===== config.mk =====
export PLATFORM = sky130hd
export DESIGN_NAME = csr_port_arbiter
export DESIGN_NICKNAME = d
export VERILOG_FILES = /design/src/rtl/csr_port_arbiter_pkg.sv /design/src/rtl/csr_port_arbiter.sv
export SDC_FILE = /design/constraint.sdc
export NUM_CORES = 1
export LEC_CHECK = 0
export BUFFER_PORTS_ARGS = -buffer_cell sky130_fd_sc_hd__buf_2
export CORE_AREA = 2 2 139 141
export CTS_CLUSTER_SIZE = 12
export DETAILED_ROUTE_END_ITERATION = 12
export DIE_AREA = 0 0 141 143
export PLACE_DENSITY_LB_ADDON = 0.1
export SYNTH_ARGS = -nofsm -noshare
export SYNTH_HDL_FRONTEND = slang
export SYNTH_SLANG_ARGS = --single-unit

===== constraint.sdc =====
create_clock -name clk -period 2.3 [get_ports clk]
set_input_delay 0.115 -clock clk [delete_from_list [all_inputs] [get_ports clk]]
set_output_delay 0.115 -clock clk [all_outputs]
set_load 0.01 [all_outputs]

===== src/rtl/csr_port_arbiter_pkg.sv =====
// Shared types and constants for the CSR port arbiter.
package csr_port_arbiter_pkg;

   localparam int CSR_ADDR_W = 14;
   localparam int CSR_DATA_W = 32;

   typedef enum logic [1:0] {
      CSR_OP_RD   = 2'b00,
      CSR_OP_WR   = 2'b01,
      CSR_OP_XCHG = 2'b10,
      CSR_OP_ILL  = 2'b11
   } csr_op_e;

   typedef enum logic {
      SRC_EXC = 1'b0,
      SRC_EX  = 1'b1
   } csr_src_e;

endpackage


===== src/rtl/csr_port_arbiter.sv =====
// Arbitrates the single CSR-file port between the exception unit and the
// EX-stage privilege unit; each CSR instruction runs as read, then optional
// write, then a one-cycle response to the requester that issued it.
//
// state   | meaning
// --------+-------------------------------------------------------------
// S_IDLE  | waiting for a request; fixed priority exception over EX
// S_READ  | csr_ren asserted for the latched address
// S_CAPT  | CSR file read data captured as the old value
// S_WRITE | csr_wen asserted with plain or mask-merged write data
// S_RESP  | response pulse to the source with the old value / error
module csr_port_arbiter
   import csr_port_arbiter_pkg::*;
#(
   parameter int ADDR_W = CSR_ADDR_W,
   parameter int DATA_W = CSR_DATA_W
) (
   input  logic              clk,
   input  logic              rstn,
   input  logic              exc_valid,
   output logic              exc_ready,
   input  logic [1:0]        exc_op,
   input  logic [ADDR_W-1:0] exc_addr,
   input  logic [DATA_W-1:0] exc_wdata,
   input  logic [DATA_W-1:0] exc_mask,
   input  logic              ex_valid,
   output logic              ex_ready,
   input  logic [1:0]        ex_op,
   input  logic [ADDR_W-1:0] ex_addr,
   input  logic [DATA_W-1:0] ex_wdata,
   input  logic [DATA_W-1:0] ex_mask,
   output logic              exc_resp_valid,
   output logic              ex_resp_valid,
   output logic [DATA_W-1:0] resp_rdata,
   output logic              resp_err,
   input  logic              flush,
   output logic              busy,
   output logic [ADDR_W-1:0] csr_addr,
   output logic              csr_ren,
   output logic              csr_wen,
   output logic [DATA_W-1:0] csr_wdata,
   input  logic [DATA_W-1:0] csr_rdata
);

   typedef enum logic [2:0] {
      S_IDLE  = 3'd0,
      S_READ  = 3'd1,
      S_CAPT  = 3'd2,
      S_WRITE = 3'd3,
      S_RESP  = 3'd4
   } state_e;

   state_e            state_q;
   csr_op_e           op_q;
   csr_src_e          src_q;
   logic              err_q;
   logic [ADDR_W-1:0] addr_q;
   logic [DATA_W-1:0] wdata_q;
   logic [DATA_W-1:0] mask_q;
   logic [DATA_W-1:0] old_q;

   logic              csr_ren_q;
   logic              csr_wen_q;
   logic [ADDR_W-1:0] csr_addr_q;
   logic [DATA_W-1:0] csr_wdata_q;
   logic              exc_resp_q;
   logic              ex_resp_q;
   logic [DATA_W-1:0] resp_rdata_q;
   logic              resp_err_q;

   logic              exc_acc;
   logic              ex_acc;
   logic              ex_abort;
   csr_op_e           op_d;
   logic [ADDR_W-1:0] addr_d;
   logic [DATA_W-1:0] wdata_d;
   logic [DATA_W-1:0] mask_d;

   // XCHG: masked bits take the new value, the rest keep the old CSR value.
   function automatic logic [DATA_W-1:0] xchg_merge(input logic [DATA_W-1:0] wdata,
                                                    input logic [DATA_W-1:0] mask,
                                                    input logic [DATA_W-1:0] old);
      return (wdata & mask) | (old & ~mask);
   endfunction

   // Arbitration in IDLE and selection of the winning request's fields.
   always_comb begin
      exc_acc = 1'b0;
      ex_acc  = 1'b0;
      if (state_q == S_IDLE) begin
         exc_acc = exc_valid;
         ex_acc  = ex_valid & ~exc_valid & ~flush;
      end
      op_d    = exc_acc ? csr_op_e'(exc_op) : csr_op_e'(ex_op);
      addr_d  = exc_acc ? exc_addr  : ex_addr;
      wdata_d = exc_acc ? exc_wdata : ex_wdata;
      mask_d  = exc_acc ? exc_mask  : ex_mask;
   end

   assign ex_abort = (src_q == SRC_EX) & flush;

   // Transaction sequencer with registered CSR-port and response outputs.
   always_ff @(posedge clk or negedge rstn) begin
      if (!rstn) begin
         state_q      <= S_IDLE;
         op_q         <= CSR_OP_RD;
         src_q        <= SRC_EXC;
         err_q        <= 1'b0;
         addr_q       <= '0;
         wdata_q      <= '0;
         mask_q       <= '0;
         old_q        <= '0;
         csr_ren_q    <= 1'b0;
         csr_wen_q    <= 1'b0;
         csr_addr_q   <= '0;
         csr_wdata_q  <= '0;
         exc_resp_q   <= 1'b0;
         ex_resp_q    <= 1'b0;
         resp_rdata_q <= '0;
         resp_err_q   <= 1'b0;
      end else begin
         csr_ren_q   <= 1'b0;
         csr_wen_q   <= 1'b0;
         csr_addr_q  <= '0;
         csr_wdata_q <= '0;
         exc_resp_q  <= 1'b0;
         ex_resp_q   <= 1'b0;
         unique case (state_q)
            S_IDLE: begin
               if (exc_acc || ex_acc) begin
                  op_q    <= op_d;
                  addr_q  <= addr_d;
                  wdata_q <= wdata_d;
                  mask_q  <= mask_d;
                  src_q   <= ex_acc ? SRC_EX : SRC_EXC;
                  err_q   <= (op_d == CSR_OP_ILL);
                  old_q   <= '0;
                  if (op_d == CSR_OP_ILL) begin
                     // Illegal ops never touch the CSR file.
                     state_q      <= S_RESP;
                     resp_rdata_q <= '0;
                     resp_err_q   <= 1'b1;
                     exc_resp_q   <= exc_acc;
                     ex_resp_q    <= ex_acc;
                  end else begin
                     state_q    <= S_READ;
                     csr_ren_q  <= 1'b1;
                     csr_addr_q <= addr_d;
                  end
               end
            end
            S_READ: begin
               state_q <= ex_abort ? S_IDLE : S_CAPT;
            end
            S_CAPT: begin
               if (ex_abort) begin
                  state_q <= S_IDLE;
               end else begin
                  old_q <= csr_rdata;
                  if (op_q == CSR_OP_RD) begin
                     state_q      <= S_RESP;
                     resp_rdata_q <= csr_rdata;
                     resp_err_q   <= err_q;
                     exc_resp_q   <= (src_q == SRC_EXC);
                     ex_resp_q    <= (src_q == SRC_EX);
                  end else begin
                     state_q     <= S_WRITE;
                     csr_wen_q   <= 1'b1;
                     csr_addr_q  <= addr_q;
                     csr_wdata_q <= (op_q == CSR_OP_XCHG) ?
                                    xchg_merge(wdata_q, mask_q, csr_rdata) : wdata_q;
                  end
               end
            end
            S_WRITE: begin
               // The write has already been issued; a flush here only drops the response.
               state_q      <= S_RESP;
               resp_rdata_q <= old_q;
               resp_err_q   <= err_q;
               exc_resp_q   <= (src_q == SRC_EXC);
               ex_resp_q    <= (src_q == SRC_EX) & ~flush;
            end
            S_RESP: begin
               state_q <= S_IDLE;
            end
            default: begin
               state_q <= S_IDLE;
            end
         endcase
      end
   end

   assign exc_ready      = exc_acc;
   assign ex_ready       = ex_acc;
   assign exc_resp_valid = exc_resp_q;
   assign ex_resp_valid  = ex_resp_q & ~flush;
   assign resp_rdata     = resp_rdata_q;
   assign resp_err       = resp_err_q;
   assign busy           = (state_q != S_IDLE);
   assign csr_ren        = csr_ren_q;
   assign csr_wen        = csr_wen_q;
   assign csr_addr       = csr_addr_q;
   assign csr_wdata      = csr_wdata_q;

endmodule


# == Word level (Yosys, flattened, before mapping) ==
# Cells that the tools add are included.
# classes
n_reduce_logical,9
n_eq_ne,9
mux,51
bitwise,12
# op_table
operator,count
$mux 32,12
$pmux 32 s3,1
$mux 14,5
$and 32x32->32,2
$pmux 32 s2,1
$not 32->32,1
$or 32x32->32,1
$pmux 14 s2,1
$mux 1,21
$mux 3,4
$pmux 3 s4,1
$pmux 1 s3,3
$eq 3x2->1 const B,2
$reduce_bool 3->1,2
$and 1x1->1,5
$reduce_and 5->1,1
$eq 2x2->1 const B,2
$mux 2,2
$ne 2x1->1 const B,2
$ne 2x2->1 const B,2
$eq 3x1->1 const B,1
$logic_not 3->1,1
$not 1->1,3
$reduce_and 3->1,1
4 further kinds,4
# totals
out_inout_bits,86
in_bits,197
reg_bits,200
word_cells,97

# == Depth between registers and ports, before layout ==
# logic_depth
word_depth,7
mapped_depth,8
ltp_nobuf,6

# == Worst setup path after synthesis ==
# OpenSTA, ideal clock, no wires.
# synth_timing
kind,flip-flop to flip-flop
start,reg state_q[1]
end,"reg resp_rdata_q[10], in the netlist resp_rdata[10]"
arrival_ns,1.775
n_path_buf,3
period_less_slack_ns,1.902
stages_incl_launch_ff,8
setup_ns,0.127
required_ns,2.173
setup_slack_ns,0.398
cell_sequence,dfrtp_1 buf_2 nor3_4 o21ai_2 buf_2 o22ai_4 buf_6 mux2_1
# synth_between
elab_chain_cells,6
word_cells_on_any_way,15
classes_between,eq/ne: 7; mux: 4; reduce/logical: 4
# synth_lines
element,line,rtl
"start, declared",csr_port_arbiter.sv:53,state_e state_q;
"start signal, assigned",csr_port_arbiter.sv:153,state_q <= ex_abort ? S_IDLE : S_CAPT;
$logic_not 3->1,"csr_port_arbiter.sv:90, csr_port_arbiter.sv:128",
$mux 1,csr_port_arbiter.sv:90,if (state_q == S_IDLE) begin
$mux 2,csr_port_arbiter.sv:94,op_d = exc_acc ? csr_op_e'(exc_op) : csr_op_e'(ex_op);
$eq 2x2->1,csr_port_arbiter.sv:138,if (op_d == CSR_OP_ILL) begin
$ne 2x1->1 (no line),n/a,
$reduce_and 5->1 (no line),n/a,
"end signal, assigned",csr_port_arbiter.sv:162,resp_rdata_q <= csr_rdata;
"end signal, assigned",csr_port_arbiter.sv:178,resp_rdata_q <= old_q;
"end, declared",csr_port_arbiter.sv:68,logic [DATA_W-1:0] resp_rdata_q;
# Several ways; a longest one is shown, not always the timed one.
# A chain may end at the register's enable or synchronous reset.

# == Worst setup path after layout ==
# layout_timing
start,reg state_q[0]
end,reg wdata_q[5]
# layout_between
elab_chain_cells,4
word_cells_on_any_way,6
classes_between,mux: 3; reduce/logical: 3
# layout_lines
element,line,rtl
$logic_not 3->1 (*),"csr_port_arbiter.sv:90, csr_port_arbiter.sv:128",
$mux 1,csr_port_arbiter.sv:90,
$logic_or 1x1->1,csr_port_arbiter.sv:130,if (exc_acc || ex_acc) begin
$reduce_and 2->1 (no line),n/a,
"end signal, assigned",csr_port_arbiter.sv:133,wdata_q <= wdata_d;
"end, declared",csr_port_arbiter.sv:58,logic [DATA_W-1:0] wdata_q;
# Mark *: on every way between the ends. The rest lies on a longest branch, timed or not.

==> run summary <==
Min Hold Slack = -0.00002903 ns
Max cap viols = 0
CP max stage delay = 0.56 ns
Relative slew slack = 59.90%
Core Region = 18580 um^2
Worst setup path startpoint = state_q[0]
Worst Setup Start Kind = register
Most common cell after layout, fill and taps aside = buf_2
# clock sinks = 200
R2r startpoint = state_q[0]
IO Pins = 283
Clk buf depth = 2
Share of flip-flops with an asynchronous set or reset = 100.0%
Static Leak = 6.467 nW
Final setup fails = 0
FF+latch count, synth = 200
Initial Util = 49.25%
Register area = 5006 um^2
Die height = 143 um
Worst R2R Path Depth = 8
Syn Nets = 1086
Nets = 1504
NetSw = 0.005551 W
TritonCTS clock tree = done
Post-Syn Instances = 889
Internal power = 0.009144 W
DRC = 0
PnR worst setup slack = 0.1468 ns
HP Start = exc_wdata[1]
Violated checks = negative hold slack
Largest net degree at the start of global routing = 90
Worst Hold Class = input port to register
Status = finished, violations left
Post-Syn Area per Cell = 10.29 um^2
Routability cong. = 0.8353
Hold endpoint = wdata_q[1]
Data required, critical path = 2.58 ns
Critical path's slowest cell = dlygate4sd3_1
DR pass1 iterations = 5
Critical Path End Type = register
Vias in the first global route = 7932
Final wirelength = 25650 um
Sw frac = 37.78%
Footprint of the multi-input gates = 3865 um^2
N_diodes = 0
Maximum clock frequency = 464.4 MHz
Post-place setup slack = -0.06185 ns
Yosys warnings = 0
WP data arrival = 2.43 ns
Post-Synth Adder-Cell Area = 0%
Power Total = 0.01470 W
First-pass GRT wire length = 40240 um
Largest family of logic cells by synthesized area = multiplexers
P&R area growth vs syn = 42.38%
Cell Area, Placed = 10900 um^2
DP Wirelength = 16140 um
Vias per cell = 5.089
Synthesized area = 9151 um^2
Comb pwr share = 41.2%
Reg2reg setup slack = 0.15 ns
Initial antenna violation count = 0
Final Cell Area = 13030 um^2
Num CTS Buffers = 17
DIE AREA = 20160 um^2
Cell variety after synth = 34
Number of flops mapped to enable cells by yosys = 0
Final Hold Fails = 1
H-tree levels = 4
Post-Synth XOR/XNOR Area = 0%
Leading cell types in the layout, fill and taps excluded = 281 x buf_2, 199 x dfrtp_1, 161 x nand2_1
RSZ-0062 raised after global routing = no
Filler cells = 1403
Layout Utilization = 70.13%
Layout cells sized above 1 = 27.42%
Multiplexer share of the synthesized area = 20.03%
Input/output buffers = 282
Reg clk slew, reported paths = 0.07 ns
Slew Viols, Final = 0
Simple-gate share of the synthesized area = 12.85%
WL per Instance = 16.50 um
Hold Path Cell Cnt = 3
Worst skew pair latency = 0.43 ns
WS Path Type = register to register
Final antenna-violating net count = 0
RR Endpoint = wdata_q[5]
Peak VDD IR = 0.7935 mV
Power share of the sequential group = 37.9%
Sequential element share of the synthesized area = 54.69%
GRT Total Usage = 25.43%
Vias = 7909
Synth Flop Type = dfrtp_1
Root Driver = clkbuf_16
Clk network pwr share = 20.9%
Synth Area in Compound Gates = 9.010%
Worst Path Max Fanout = 18
Die W = 141 um
Minimum clock period = 2.153 ns
Least-Margin Pin Slew = 0.6015 ns
Clock Skew = 0.01050 ns
Period utilization = 93.62%
CP cell instances = nor3_4, buf_4, nand2_2, clkinv_4, buf_16, mux2i_1, dlygate4sd3_1, o21ai_0
P per Cell Area = 1128 nW/um^2
Grt total ovfl = 0
Num rows = 50
Iter 0 DRT Violations = 404
sequential cells by signal, indices dropped and copies added, names as in the netlist, 2 cells and up:
signal and flops:
csr_wdata 32, mask_q 32, old_q 32, resp_rdata 32, wdata_q 32, addr_q 14, csr_addr 14, state_q 3
op_q 2
cell type report:
cell class | instances | area share (%)
Sequential cell | 200 | 38.42
Multi-Input combinational cell | 622 | 29.66
Timing Repair Buffer | 461 | 24.85
Clock buffer | 19 | 3.399
Tap cell | 234 | 2.247
Clock inverter | 13 | 1.239
Inverter | 5 | 0.1824
kinds of logic (layout without fill, tap and decap cells):
logic type             count (synthesis)  in the layout
AOI/OAI and AO/OA                    152            152
DFF                                  200            200
and+or+nand+nor                      291            291
muxes                                179            179
buffers and inverters                 67            498
routing by layer:
metal / vias to the layer above / part of all wire [%] / track usage (%)
met5: - / 0 / 0
met4: 0 / 2.3 / 9.158
met3: 41 / 5.0 / 5.198
met2: 243 / 49 / 42.80
met1: 3770 / 43 / 32.88
li1: 3855 / - / -
power by group through the flow:
stage,clock network [W],registers (W),logic (W)
2_1_floorplan,0,0.00567,0.00373
3_3_place_gp,0,0.00559,0.00557
3_5_place_dp,0,0.00562,0.00572
6_report,0.00306,0.00558,0.00605
4_1_cts,0.00312,0.00557,0.00598
5_1_grt,0.00325,0.00574,0.00673
metrics by stage:
| step | hold WS [ns] | cells | TNS [ns] |
|---|---|---|---|
| after global placement | 0.1653 | 1374 | 0 |
| after global routing | 0.001250 | 1554 | 0 |
| final | -0.00002903 | 1554 | 0 |
| after detailed placement | 0.1694 | 1374 | -1.617 |
| after CTS | 0.0002587 | 1552 | 0 |
| after floorplan | -0.1806 | 889 | 0 |
how the worst max path moves through the flow:
stage	to	slack [ns]	cells after the start
after floorplan	resp_rdata[10]	0.40	7
after global placement	csr_addr[9]	0.03	6
after detailed placement	wdata_q[7]	-0.06	6
after CTS	mask_q[11]	0.02	8
after global routing	mask_q[7]	0.02	7
final	wdata_q[5]	0.15	8
synth_stat cells, types with 2 or more instances:
cell type | count | area [um^2]
nor2_1 | 102 | 382.9
mux2i_1 | 146 | 1461
nand2b_1 | 3 | 18.77
a21oi_1 | 3 | 15.01
mux2_1 | 28 | 315.3
and3_1 | 14 | 87.58
buf_6 | 3 | 33.78
clkbuf_1 | 40 | 150.1
nor2b_1 | 2 | 12.51
o21ai_0 | 126 | 630.6
buf_4 | 6 | 45.04
nand2_1 | 162 | 608.1
buf_2 | 13 | 65.06
nor3_1 | 2 | 10.01
dfrtp_1 | 200 | 5005
inv_1 | 4 | 15.01
mux2_2 | 5 | 56.30
a31oi_1 | 14 | 87.58
critical path, delay by kind of cell (launching register included):
| kind | cells | cell delay, ns |
|---|---|---|
| mux | 1 | 0.19 |
| flops | 1 | 0.43 |
| buf+inv | 4 | 1.01 |
| compound gates | 1 | 0.08 |
| simple gates | 2 | 0.27 |
what timing repair did:
item                       4_1_cts  5_1_grt
gates resized for setup          1        8
setup endpoints to repair       18       73
hold endpoints to repair       191        0
setup buffers                    0        1
cloned                           0        1
pin swaps                        0        1
hold buffers                   146        0
Note: power is estimated with default switching activity, not from simulation.
